--- config.mk ---
export PLATFORM = sky130hd
export DESIGN_NAME = ifetch_unit
export DESIGN_NICKNAME = d
export VERILOG_FILES = /design/src/rtl/ifetch_unit.sv
export SDC_FILE = /design/constraint.sdc
export NUM_CORES = 1
export LEC_CHECK = 0
export ABC_AREA = 1
export CORE_ASPECT_RATIO = 0.9
export CORE_MARGIN = 10
export CORE_UTILIZATION = 45
export DETAILED_ROUTE_END_ITERATION = 10
export PLACE_DENSITY = 0.86
export SKIP_CTS_REPAIR_TIMING = 1
export SLEW_MARGIN = 15
export SYNTH_ARGS = -nofsm -noshare
export SYNTH_HDL_FRONTEND = slang
export SYNTH_SLANG_ARGS = --single-unit
--- constraint.sdc ---
create_clock -name clk_i -period 2.2 [get_ports clk_i]
set_input_delay 0.33 -clock clk_i [delete_from_list [all_inputs] [get_ports clk_i]]
set_output_delay 0.33 -clock clk_i [all_outputs]
set_load 0.005 [all_outputs]
--- src/rtl/ifetch_unit.sv ---
// Instruction-fetch stage: holds the PC, reads one word at a time from the IROM and
// presents it to decode through a single output register with valid/ready.
module ifetch_unit #(
    parameter logic [31:0] RESET_PC = 32'h0000_0000,
    parameter int          IROM_AW  = 14
) (
    input  logic               clk_i,
    input  logic               rst_i,
    input  logic               redirect_i,
    input  logic [31:0]        redirect_pc_i,
    output logic               irom_req_o,
    output logic [IROM_AW-1:0] irom_addr_o,
    input  logic               irom_gnt_i,
    input  logic               irom_rvalid_i,
    input  logic [31:0]        irom_rdata_i,
    output logic               inst_valid_o,
    input  logic               inst_ready_i,
    output logic [31:0]        inst_o,
    output logic [31:0]        pc_o,
    output logic [31:0]        pc4_o,
    output logic [24:0]        sext_inst_o
);

    // Handshakes: the IROM request is held until irom_gnt_i and at most one read is
    // outstanding; decode consumes inst_o when inst_valid_o && inst_ready_i at a rising edge.
    typedef enum logic [1:0] {
        S_IDLE = 2'd0,
        S_REQ  = 2'd1,
        S_WAIT = 2'd2,
        S_FULL = 2'd3
    } state_t;

    localparam logic [31:0] NOP = 32'h0000_0013;

    state_t      state_q, state_d;
    logic [31:0] fetch_pc_q, fetch_pc_d;
    logic        kill_q, kill_d;
    logic [31:0] inst_q, inst_d;
    logic [31:0] pc_q, pc_d;

    always_ff @(posedge clk_i) begin
        if (rst_i) begin
            state_q    <= S_IDLE;
            fetch_pc_q <= RESET_PC;
            kill_q     <= 1'b0;
            inst_q     <= NOP;
            pc_q       <= RESET_PC;
        end else begin
            state_q    <= state_d;
            fetch_pc_q <= fetch_pc_d;
            kill_q     <= kill_d;
            inst_q     <= inst_d;
            pc_q       <= pc_d;
        end
    end

    always_comb begin
        state_d    = state_q;
        fetch_pc_d = fetch_pc_q;
        kill_d     = kill_q;
        inst_d     = inst_q;
        pc_d       = pc_q;

        case (state_q)
            S_IDLE: state_d = S_REQ;
            S_REQ: begin
                if (irom_gnt_i) state_d = S_WAIT;
            end
            S_WAIT: begin
                if (irom_rvalid_i) begin
                    if (kill_q) begin
                        kill_d  = 1'b0;
                        state_d = S_REQ;
                    end else begin
                        inst_d     = irom_rdata_i;
                        pc_d       = fetch_pc_q;
                        fetch_pc_d = fetch_pc_q + 32'd4;
                        state_d    = S_FULL;
                    end
                end
            end
            S_FULL: begin
                if (inst_ready_i) state_d = S_REQ;
            end
            default: state_d = S_IDLE;
        endcase

        // A redirect overrides whatever the state above decided this cycle.
        if (redirect_i) begin
            fetch_pc_d = redirect_pc_i & ~32'd3;
            case (state_q)
                S_REQ: begin
                    if (irom_gnt_i) kill_d = 1'b1;
                end
                S_WAIT: begin
                    if (irom_rvalid_i) begin
                        inst_d  = inst_q;
                        pc_d    = pc_q;
                        kill_d  = 1'b0;
                        state_d = S_REQ;
                    end else begin
                        kill_d = 1'b1;
                    end
                end
                S_FULL: state_d = S_REQ;
                default: ;
            endcase
        end
    end

    assign irom_req_o   = (state_q == S_REQ);
    assign irom_addr_o  = fetch_pc_q[IROM_AW+1:2];
    assign inst_valid_o = (state_q == S_FULL);
    assign inst_o       = inst_q;
    assign pc_o         = pc_q;
    assign pc4_o        = pc_q + 32'd4;
    assign sext_inst_o  = inst_q[31:7];

endmodule

Word level (Yosys, flattened, before mapping):

Index checks and enable logic that the tools add are counted.

* bits in registers: 99
* bits of input ports: 70
* output and inout port bits: 137
* word-level logic and storage cells: 50

* add/subtract/negate cells: 2
* equality and inequality tests: 5
* muxes and demuxes: 30
* bitwise gates (word level): 1
* reduce and logical (&&, ||, !) cells: 6

Operators with widths (count)
* $mux W32: 16
* $add A32 B3 Y32 const B: 2
* $mux W2: 6
* $pmux W2 S4: 1
* $reduce_and A3 Y1: 2
* $mux W1: 5
* $eq A2 B2 Y1 const B: 2
* $pmux W2 S2: 1
* $reduce_bool A2 Y1: 2
* $ne A3 B3 Y1 const B: 1
* $eq A2 B1 Y1 const B: 1
* $logic_not A2 Y1: 1
* $ne A2 B2 Y1 const B: 1
* $pmux W1 S2: 1
* $reduce_or A2 Y1: 1
* $not A1 Y1: 1

Depth between registers and ports, before layout:

* depth after elaboration: 6
* depth in mapped cells: 11
* depth with buffers taken out: 11

Least setup slack after synthesis:

No wires, ideal clock.

* path type: reg-to-output
* from: register pc_q[2], in the netlist pc_o[2]
* to: output pc4_o[24]
* data arrival time: 1.393 ns
* path slack: 0.477 ns
* cell stages (with the launch flop): 12
* path through: dfxtp_1 ha_1 nand2_1 inv_2 nand2_1 inv_2 nand2_4 nor2_4 nand2_2 nor2_2 nand2_1 xnor2_1

* word-level cells in the longest chain between the ends: 1

Ends and longest elaborated chain
* start, declared: RTL line 39 `logic [31:0] pc_q, pc_d;`
* start signal, assigned: RTL line 53 `pc_q <= pc_d;`
* $add A32 B3 Y32: RTL line 116 `assign pc4_o = pc_q + 32'd4;`
* end, declared: RTL line 20 `output logic [31:0] pc4_o,`

No other way between the ends.

Final worst setup path:

* from: register pc_q[10], in the netlist pc_o[10]
* to: output pc4_o[22]

The elaborated chain is that of the path after synthesis.

==> flow_summary.json <==
{
  "vias": 6000,
  "path_delay_family": "simple AND/OR/NAND/NOR gates",
  "reg2reg_depth": 8,
  "row_count": 38,
  "grt_pass1_wl_mm": 28.8,
  "syn_avg_cell_area_um2": 6.75,
  "grt_usage_pct": 20.3,
  "postPlaceCellArea_um2": 7580,
  "final-setup-viol-count": 0,
  "fin_tns_setup_ns": 0,
  "post_drt_via_cell_ratio": 5.18,
  "syn_to_final_growth_pct": 45.1,
  "use_met2_pct": 33.7,
  "end_kind": "output pin",
  "dieArea_um2": 17100,
  "worst_slack_ns": 0.00569,
  "cpMostUsedCell": "nand2_1",
  "syn_inst": 821,
  "final_cell_area_um2": 8040,
  "cts.clk_slew.worst_paths_ns": 0.08,
  "top_usage_layer": "met2",
  "final_common_cell": "clkdlybuf4s50_1",
  "cts-root-buf": "clkbuf_16",
  "dr.first_iter.drc_count": 636,
  "place_hpwl_mm": 14.6,
  "place_ws_ns": -0.0368,
  "critPathArrivalTime_ns": 1.86,
  "numCtsBuffers": 9,
  "grt_use_met3_pct": 4.80,
  "grt_start_max_net_pins": 58,
  "ios": 207,
  "peakVddDrop_mv": 0.332,
  "worstHoldPathType": "register to register",
  "first_pass_iters": 5,
  "grt_util_met1_pct": 25.6,
  "ys_warn_count": 0,
  "core-area_um2": 12000,
  "hold_violations": 0,
  "p_leak_nw": 3.36,
  "cp.depth": 6,
  "crit_chain": "nand2_1 > nor2_1 > nand2_1 > nor3_2 > xor2_1 > clkbuf_2",
  "grt_pass1_vias": 5494,
  "num-fill-cells": 985,
  "diodes": 0,
  "fp.dieW_um": 137,
  "critical-path-slowest-cell": "dfxtp_1",
  "fin_nets": 1071,
  "ys_seq_elements": 95,
  "cts_tree": "built",
  "die_height_um": 125,
  "crit_path_start_kind": "register",
  "final_util_pct": 66.8,
  "cp_max_fo": 5,
  "drc": 0,
  "wirelength_mm": 19.0,
  "wl_per_cell_um": 16.4,
  "maxCapViolations": 0,
  "cp.buffers_inverters": 1,
  "initial_core_util_pct": 46.0,
  "clock-sinks": 95,
  "p_per_area_nw_per_um2": 496,
  "htreeDepth": 3,
  "io_buffers": 200,
  "rsz0062_at_grt": "true",
  "skew_ns": 0.0107,
  "hold_depth": 2,
  "final_cell_mix": "clkdlybuf4s50_1, nor2_1, nand2_1, dfxtp_1, o21ai_0",
  "final_antenna_net_count": 0,
  "synth.distinct_cells": 37,
  "routabilityCongestion": 0.960,
  "cp.required_ns": 1.87,
  "fmax_ghz": 0.456,
  "synthesis.area_um2": 5540,
  "clockBufferDepth": 2,
  "finalCriticalPeriod_ns": 2.19,
  "grt.overflow.total": 0,
  "fin_crit_sh_pct": 99.7,
  "ys_seq_area_share_pct": 34.3,
  "drive_above_1_share_pct": 12.8,
  "status": "complete, no violations",
  "worstSetupPathType": "register to output pin",
  "cpPeakStageDelay_ns": 0.45,
  "final-max-slew-violation-count": 0,
  "worstSkewPairLatency_ns": 0.35,
  "antenna_found_initial": 0
}
## final timing paths
path	start	endpoint	slack [ns]
worst max-delay path	pc_o[10]	pc4_o[22]	0.006
worst min-delay path	inst_o[1]	inst_o[1]	0.48
worst max register to register	state_q[0]	pc_o[23]	0.31
worst min register to register	inst_o[1]	inst_o[1]	0.48
## tightest hold or removal path: stages (launching register included)
cell and delay, ns:
dfxtp_1 0.33, nand2_1 0.05, nand3_1 0.07
## metrics by stage
| step | hold slack (ns) | total power (W) | cells |
|---|---|---|---|
| 6_report | 0.475 | 0.00398 | 1159 |
| 3_3_place_gp | 0.453 | 0.00231 | 1142 |
| 4_1_cts | 0.477 | 0.00398 | 1158 |
| 2_1_floorplan | 0.443 | 0.00208 | 824 |
| 3_5_place_dp | 0.456 | 0.00232 | 1142 |
| 5_1_grt | 0.504 | 0.00411 | 1159 |
## cell type report
cell class	count	area [um2]	area share, %
timing repair buffer	236	2320	28.9
multi-input combinational	592	3050	37.9
clock buffer	9	225	2.80
sequential	95	1910	23.8
clock inverter	7	103	1.28
inverter	60	225	2.80
tap	160	200	2.49
## power by group
part | internal, W | switching [W]
registers | 0.00176 | 0.0000659
logic | 0.000250 | 0.000210
clock network | 0.000924 | 0.000769
total | 0.00294 | 0.00104
## synth_stat cells
library cell	n	area share (%)
xnor2_1	6	0.95
buf_1	3	0.20
buf_2	17	1.5
dfxtp_1	95	34
inv_2	9	0.61
conb_1	1	0.068
nor2_4	5	1.0
nor2_2	13	1.5
clkbuf_1	12	0.81
a221oi_1	1	0.16
nand2_2	8	0.90
a41oi_1	1	0.16
nor2_1	155	11
o21ai_0	52	4.7
nand4_1	8	0.90
o31ai_1	1	0.14
inv_1	51	3.5
buf_4	44	6.0
o211ai_1	6	0.81
a211oi_1	4	0.54
nor3_2	5	0.90
nand3_4	1	0.32
buf_6	1	0.20
or2_2	1	0.11
a21boi_1	3	0.41
a22oi_1	3	0.41
xor2_1	21	3.3
a31oi_1	6	0.68
ha_1	7	1.6
nand2_4	2	0.41
nand2_1	154	10
o21ai_1	14	1.3
a21oi_1	45	4.1
nor3_1	17	1.5
nand4_2	1	0.23
nor2_8	2	0.72
nand3_1	46	4.2
## cells by family (layout without fill, tap and decap cells)
family	Yosys count	in the layout	share of synthesized area, %
AO/OA/AOI/OAI	136	136	13.3
adder cells (fa/ha/maj)	7	7	1.58
other	1	4	0.0677
buffers and inverters	137	312	12.8
AND/OR/NAND/NOR	418	418	33.6
flip-flops	95	95	34.3
XOR/XNOR	27	27	4.27
## flip-flops by register name, summed over array words and instances (netlist names)
register    flops
fetch_pc_q     30
pc_o           30
state_q         2
inst_o         32
kill_q          1
## per-layer routing
layer	part of all wire, %	wire, um
met5	0	0
met4	2.0	376
met3	10	1910
met2	46	8810
met1	42	7890
No activity file was read; power rests on OpenSTA's default activity.
==> variant 1 (same flow settings) <==
Make the reset (`rst_i`) asynchronous in one clocked block.
--- a/src/rtl/ifetch_unit.sv
+++ b/src/rtl/ifetch_unit.sv
@@ -39,5 +39,5 @@
     logic [31:0] pc_q, pc_d;
 
-    always_ff @(posedge clk_i) begin
+    always_ff @(posedge clk_i or posedge rst_i) begin
         if (rst_i) begin
             state_q    <= S_IDLE;
Function: differs if rst_i is asserted again (counterexample within 4 cycles, from zero or initial values and one cycle with rst_i high); with rst_i held inactive, the same outputs for 4 cycles.
==> variant 1 against the unedited design <==
The run now ends with setup timing left; sequential cell count did not move; register-to-register slack worse by 0.11 ns; design area rose by 8.8%; synthesized area is 6.8% higher; worst setup slack lost 0.16 ns; non-clock buffer count is 23 higher; hold slack gained 0.0055 ns; routed wire length up 12%; critical path type unchanged; critical endpoint is now pc4_o[15].
Power is not compared: it rests on default switching activity, and its combinational part moved more than twofold at a synthesized area within 25%.
==> variant 1: results (changes against the unedited design) <==
[timing]
worst_setup_slack_after_layout_ns = -0.150  ; -0.156 ns
skew_ns = 0.00666  ; -0.00399 ns
setup-violations-final = 12  ; +12
hold_slack_ns = 0.481  ; +0.00554 ns

[yosys]
postSynth.asyncResetShare_pct = 100  ; +100 points
post_synthesis_share_of_cell_area_spent_on_xor_and_xnor_gates_pct = 3.55  ; -0.72 points
syn_area_per_cell_um2 = 7.55  ; +12%
synth-main-ff-cell = sky130_fd_sc_hd__dfrtp_1
synth.top_cells.by_count = 211 x sky130_fd_sc_hd__nand2_1, 98 x sky130_fd_sc_hd__nor2_1, 92 x sky130_fd_sc_hd__dfrtp_1, 77 x sky130_fd_sc_hd__inv_1, 47 x sky130_fd_sc_hd__buf_4
synth_fa_ha_area_share_pct = 1.69  ; +0.11 points

[grt]
track_usage_pct = 20.5  ; +0.20 points
grt_first_pass_wirelength_mm = 30.0  ; +4.4%
grt_start_max_net_pins = 96  ; +66%
grt_use_met1_pct = 25.3  ; -0.31 points
grt_pass1_vias = 5717  ; +4.1%
met3_usage_pct = 6.77  ; +2.0 points

[routing]
wl_met3_mm = 1.96  ; +2.8%
met1Wirelength_mm = 8.58  ; +8.8%
first_iter_violations = 788  ; +24%
routed_wire_length_per_instance_um = 18.4  ; +12%

[layout]
filler_cell_count = 972  ; -1.3%
share_of_layout_cells_above_drive_strength_1_pct = 15.5  ; +2.7 points

[placement]
dpl-instance-area_mm2 = 0.00801  ; +5.7%
place_congestion = 0.986  ; +2.7%

[outcome]
failed_checks = setup timing
outcome = finished, violations left

[critical_path]
cp_max_fo = 4  ; -1
crit_path_top_delay_cell = sky130_fd_sc_hd__dfrtp_1
worstRegToRegCells = 10  ; +2

variant 1: cell types whose count changed after synthesis, moves of 18 or more:
cell / change
sky130_fd_sc_hd__a21oi_1: -20
sky130_fd_sc_hd__dfrtp_1: +92
sky130_fd_sc_hd__dfxtp_1: -95
sky130_fd_sc_hd__inv_1: +26
sky130_fd_sc_hd__mux2_1: +34
sky130_fd_sc_hd__nand2_1: +57
sky130_fd_sc_hd__nor2_1: -57
sky130_fd_sc_hd__o21ai_0: -18
variant 1: area by class of cell:
type / instances / area, um2 / area share (%)
clock inverter: 7 / 55.1 / 0.630
multi-input combinational: 548 / 3050 / 34.9
sequential: 95 / 2390 / 27.4
timing repair buffer: 259 / 2510 / 28.7
clock buffer: 9 / 225 / 2.58
tap: 164 / 205 / 2.35
inverter: 80 / 304 / 3.48
variant 1: power by group:
group          switching (uW)  total (uW)  internal [uW]
Combinational            2030        4720           2680
Sequential                749        3150           2400
Clock                     720        1500            781
variant 1: worst max path at each step:
stage | startpoint | end | slack [ns] | depth (start not counted)
3_3_place_gp | pc_o[2] | pc4_o[16] | -0.003 | 8
6_report | pc_o[14] | pc4_o[15] | -0.15 | 8
2_1_floorplan | state_q[0] | inst_o[14] | 0.53 | 8
4_1_cts | pc_o[2] | pc4_o[12] | -0.44 | 8
3_5_place_dp | pc_o[2] | pc4_o[12] | -0.05 | 8
5_1_grt | pc_o[14] | pc4_o[15] | -0.29 | 8
variant 1: kinds of logic (layout without fill, tap and decap cells):
logic type	Yosys count	in the layout
multiplexers	34	34
buffers and inverters	144	355
XOR/XNOR	24	24
other	1	4
AND/OR/NAND/NOR	396	396
adder cells (fa/ha/maj)	8	8
AO/OA/AOI/OAI	82	82
flip-flops	95	95
==> variant 2 (same flow settings) <==
Without the edit above. `IROM_AW`: 14 -> 15.
--- a/src/rtl/ifetch_unit.sv
+++ b/src/rtl/ifetch_unit.sv
@@ -3,5 +3,5 @@
 module ifetch_unit #(
     parameter logic [31:0] RESET_PC = 32'h0000_0000,
-    parameter int          IROM_AW  = 14
+    parameter int          IROM_AW  = 15
 ) (
     input  logic               clk_i,
Ports: changed (resized irom_addr_o); port bits go from 207 to 208. The function was not compared with the original's and may differ.
==> variant 2 against the unedited design <==
The flow now finishes with violations (setup timing); sequential cell count stayed put; routed wire length is 5.5% higher; worst setup slack got worse by 0.29 ns; cell count is 0.86% higher; synthesized area rose by 0.14%; design area grew 0.51%; clock power decreased by 9%; power fell by 3.9%; critical path depth grew 3; critical path type unchanged; largest cell class unchanged.
==> variant 2: results (changes against the unedited design) <==
[critical_path]
cp_data_arrival_time_ns = 2.15  ; +0.29 ns
reg2reg_slack_ns = 0.17  ; -0.14 ns
crit_path_top_delay_cell = sky130_fd_sc_hd__clkdlybuf4s50_1
worst_setup_path_endpoint = pc4_o[26]
cp_slowest_stage_delay_ns = 0.55  ; +0.10 ns
cp_max_fo = 4  ; -1
worst_r2r_endpoint = fetch_pc_q[18]
worstRegToRegCells = 10  ; +2
cp_top_family = buffers and inverters
critical_path_origin = pc_o[2]
regToRegStartpoint = state_q[0]

[timing]
achievable-frequency_mhz = 403  ; -12%
worst_setup_slack_after_layout_ns = -0.283  ; -0.289 ns
skew_ns = 0.00738  ; -0.00327 ns
setup-violations-final = 3  ; +3

[clock_network]
ctsHtreeMaxLevel = 3  ; unchanged
cts_max_path_buffers = 2  ; unchanged
clock_latency_ns = 0.34
cts.clk_slew.worst_paths_ns = 0.07

[routing]
met1Wirelength_mm = 7.92  ; +0.49%
wl_met3_mm = 2.03  ; +6.5%
maxUsedRoutingLayer = met4
route.vias.total = 6146  ; +2.4%
routed_wire_length_per_instance_um = 17.1  ; +4.6%
number_of_optimization_iterations_in_the_first_detailed_route_pass = 5  ; unchanged
wl_met2_mm = 9.58  ; +8.8%
first_iter_violations = 629  ; -1.1%

[outcome]
outcome = finished, violations left
failed_checks = setup timing

[yosys]
synth.top_cells.by_count = 155 x sky130_fd_sc_hd__nor2_1, 154 x sky130_fd_sc_hd__nand2_1, 95 x sky130_fd_sc_hd__dfxtp_1, 52 x sky130_fd_sc_hd__o21ai_0, 51 x sky130_fd_sc_hd__inv_1
synth_fa_ha_area_share_pct = 1.58  ; -0.0021 points
yosysTopAreaCell = sky130_fd_sc_hd__dfxtp_1
synth_top_area_cells = sky130_fd_sc_hd__dfxtp_1 34%, sky130_fd_sc_hd__nor2_1 10%, sky130_fd_sc_hd__nand2_1 10%
share_of_synthesized_area_spent_on_multiplexers_pct = 0  ; unchanged
post_synthesis_share_of_cell_area_spent_on_xor_and_xnor_gates_pct = 4.26  ; -0.0058 points
synth_seq_area_share_pct = 34.3  ; -0.046 points
synth_compound_area_share_pct = 13.3  ; -0.018 points
synth_cell_type_count = 37  ; unchanged

[grt]
met3_usage_pct = 6.04  ; +1.2 points
grt_pass1_vias = 5731  ; +4.3%
global_route.usage.met2_pct = 36.2  ; +2.5 points
grt_start_max_net_pins = 36  ; -38%
track_usage_pct = 21.2  ; +0.91 points
grt_use_met1_pct = 25.3  ; -0.22 points
grt_first_pass_wirelength_mm = 29.7  ; +3.2%

[layout]
largest_register_ffs = 32  ; unchanged
fin_nets = 1081  ; +0.93%
share_of_layout_cells_above_drive_strength_1_pct = 13.9  ; +1.1 points

[placement]
dpl-instance-area_mm2 = 0.00763  ; +0.66%
place_congestion = 0.953  ; -0.75%
post-dp-hpwl_mm = 15.5  ; +6.1%
io_buffers = 201  ; +0.50%

[power_and_ir_drop]
cellInternalPower_uw = 2810  ; -4.4%
cellLeakagePower_uw = 0.00334  ; -0.64%
power.ir.vdd_worst_uv = 391  ; +18%

variant 2: cell count changes in the layout (fill, tap and decap cells not counted), moves of 2 or more:
cell	change
sky130_fd_sc_hd__nand2_2	+3
sky130_fd_sc_hd__nand2_1	-2
sky130_fd_sc_hd__buf_4	+8
sky130_fd_sc_hd__clkdlybuf4s50_1	+3
sky130_fd_sc_hd__buf_6	+2
sky130_fd_sc_hd__clkbuf_2	-2
variant 2: stage by stage:
stage | worst slack [ns] | std cells | hold WS (ns) | setup TNS, ns | power, uW
2_1_floorplan | 0.477 | 825 | 0.443 | 0 | 2080
3_3_place_gp | 0.00109 | 1150 | 0.453 | 0 | 2320
4_1_cts | -0.457 | 1166 | 0.480 | -6.29 | 3860
5_1_grt | -0.383 | 1169 | 0.517 | -1.28 | 3980
6_report | -0.283 | 1169 | 0.479 | -0.622 | 3830
3_5_place_dp | -0.0876 | 1150 | 0.465 | -0.0944 | 2330
variant 2: layout make-up:
cell class / instances / area, um2
multi-input cells: 592 / 3050
inverters: 60 / 225
repair buffers: 246 / 2400
well taps: 160 / 200
clock inverters: 7 / 66.3
flip-flops and latches: 95 / 1910
fillers: 1011 / 4000
clock buffers: 9 / 225
variant 2: how the worst min path moves through the flow:
stage                         start         to  depth (start not counted)
floorplan           irom_rdata_i[0]  inst_o[0]                          2
global placement          inst_o[1]  inst_o[1]                          2
detailed placement        inst_o[4]  inst_o[4]                          2
CTS                        pc_o[22]   pc_o[22]                          2
global route              inst_o[0]  inst_o[0]                          2
finish                    inst_o[0]  inst_o[0]                          2
variant 2: power groups by stage:
stage,clock network (uW),logic [uW],registers [uW]
after floorplan,0,230,1850
after global placement,0,456,1870
after detailed placement,0,466,1870
after CTS,1560,469,1830
after global routing,1630,515,1840
final,1530,469,1830
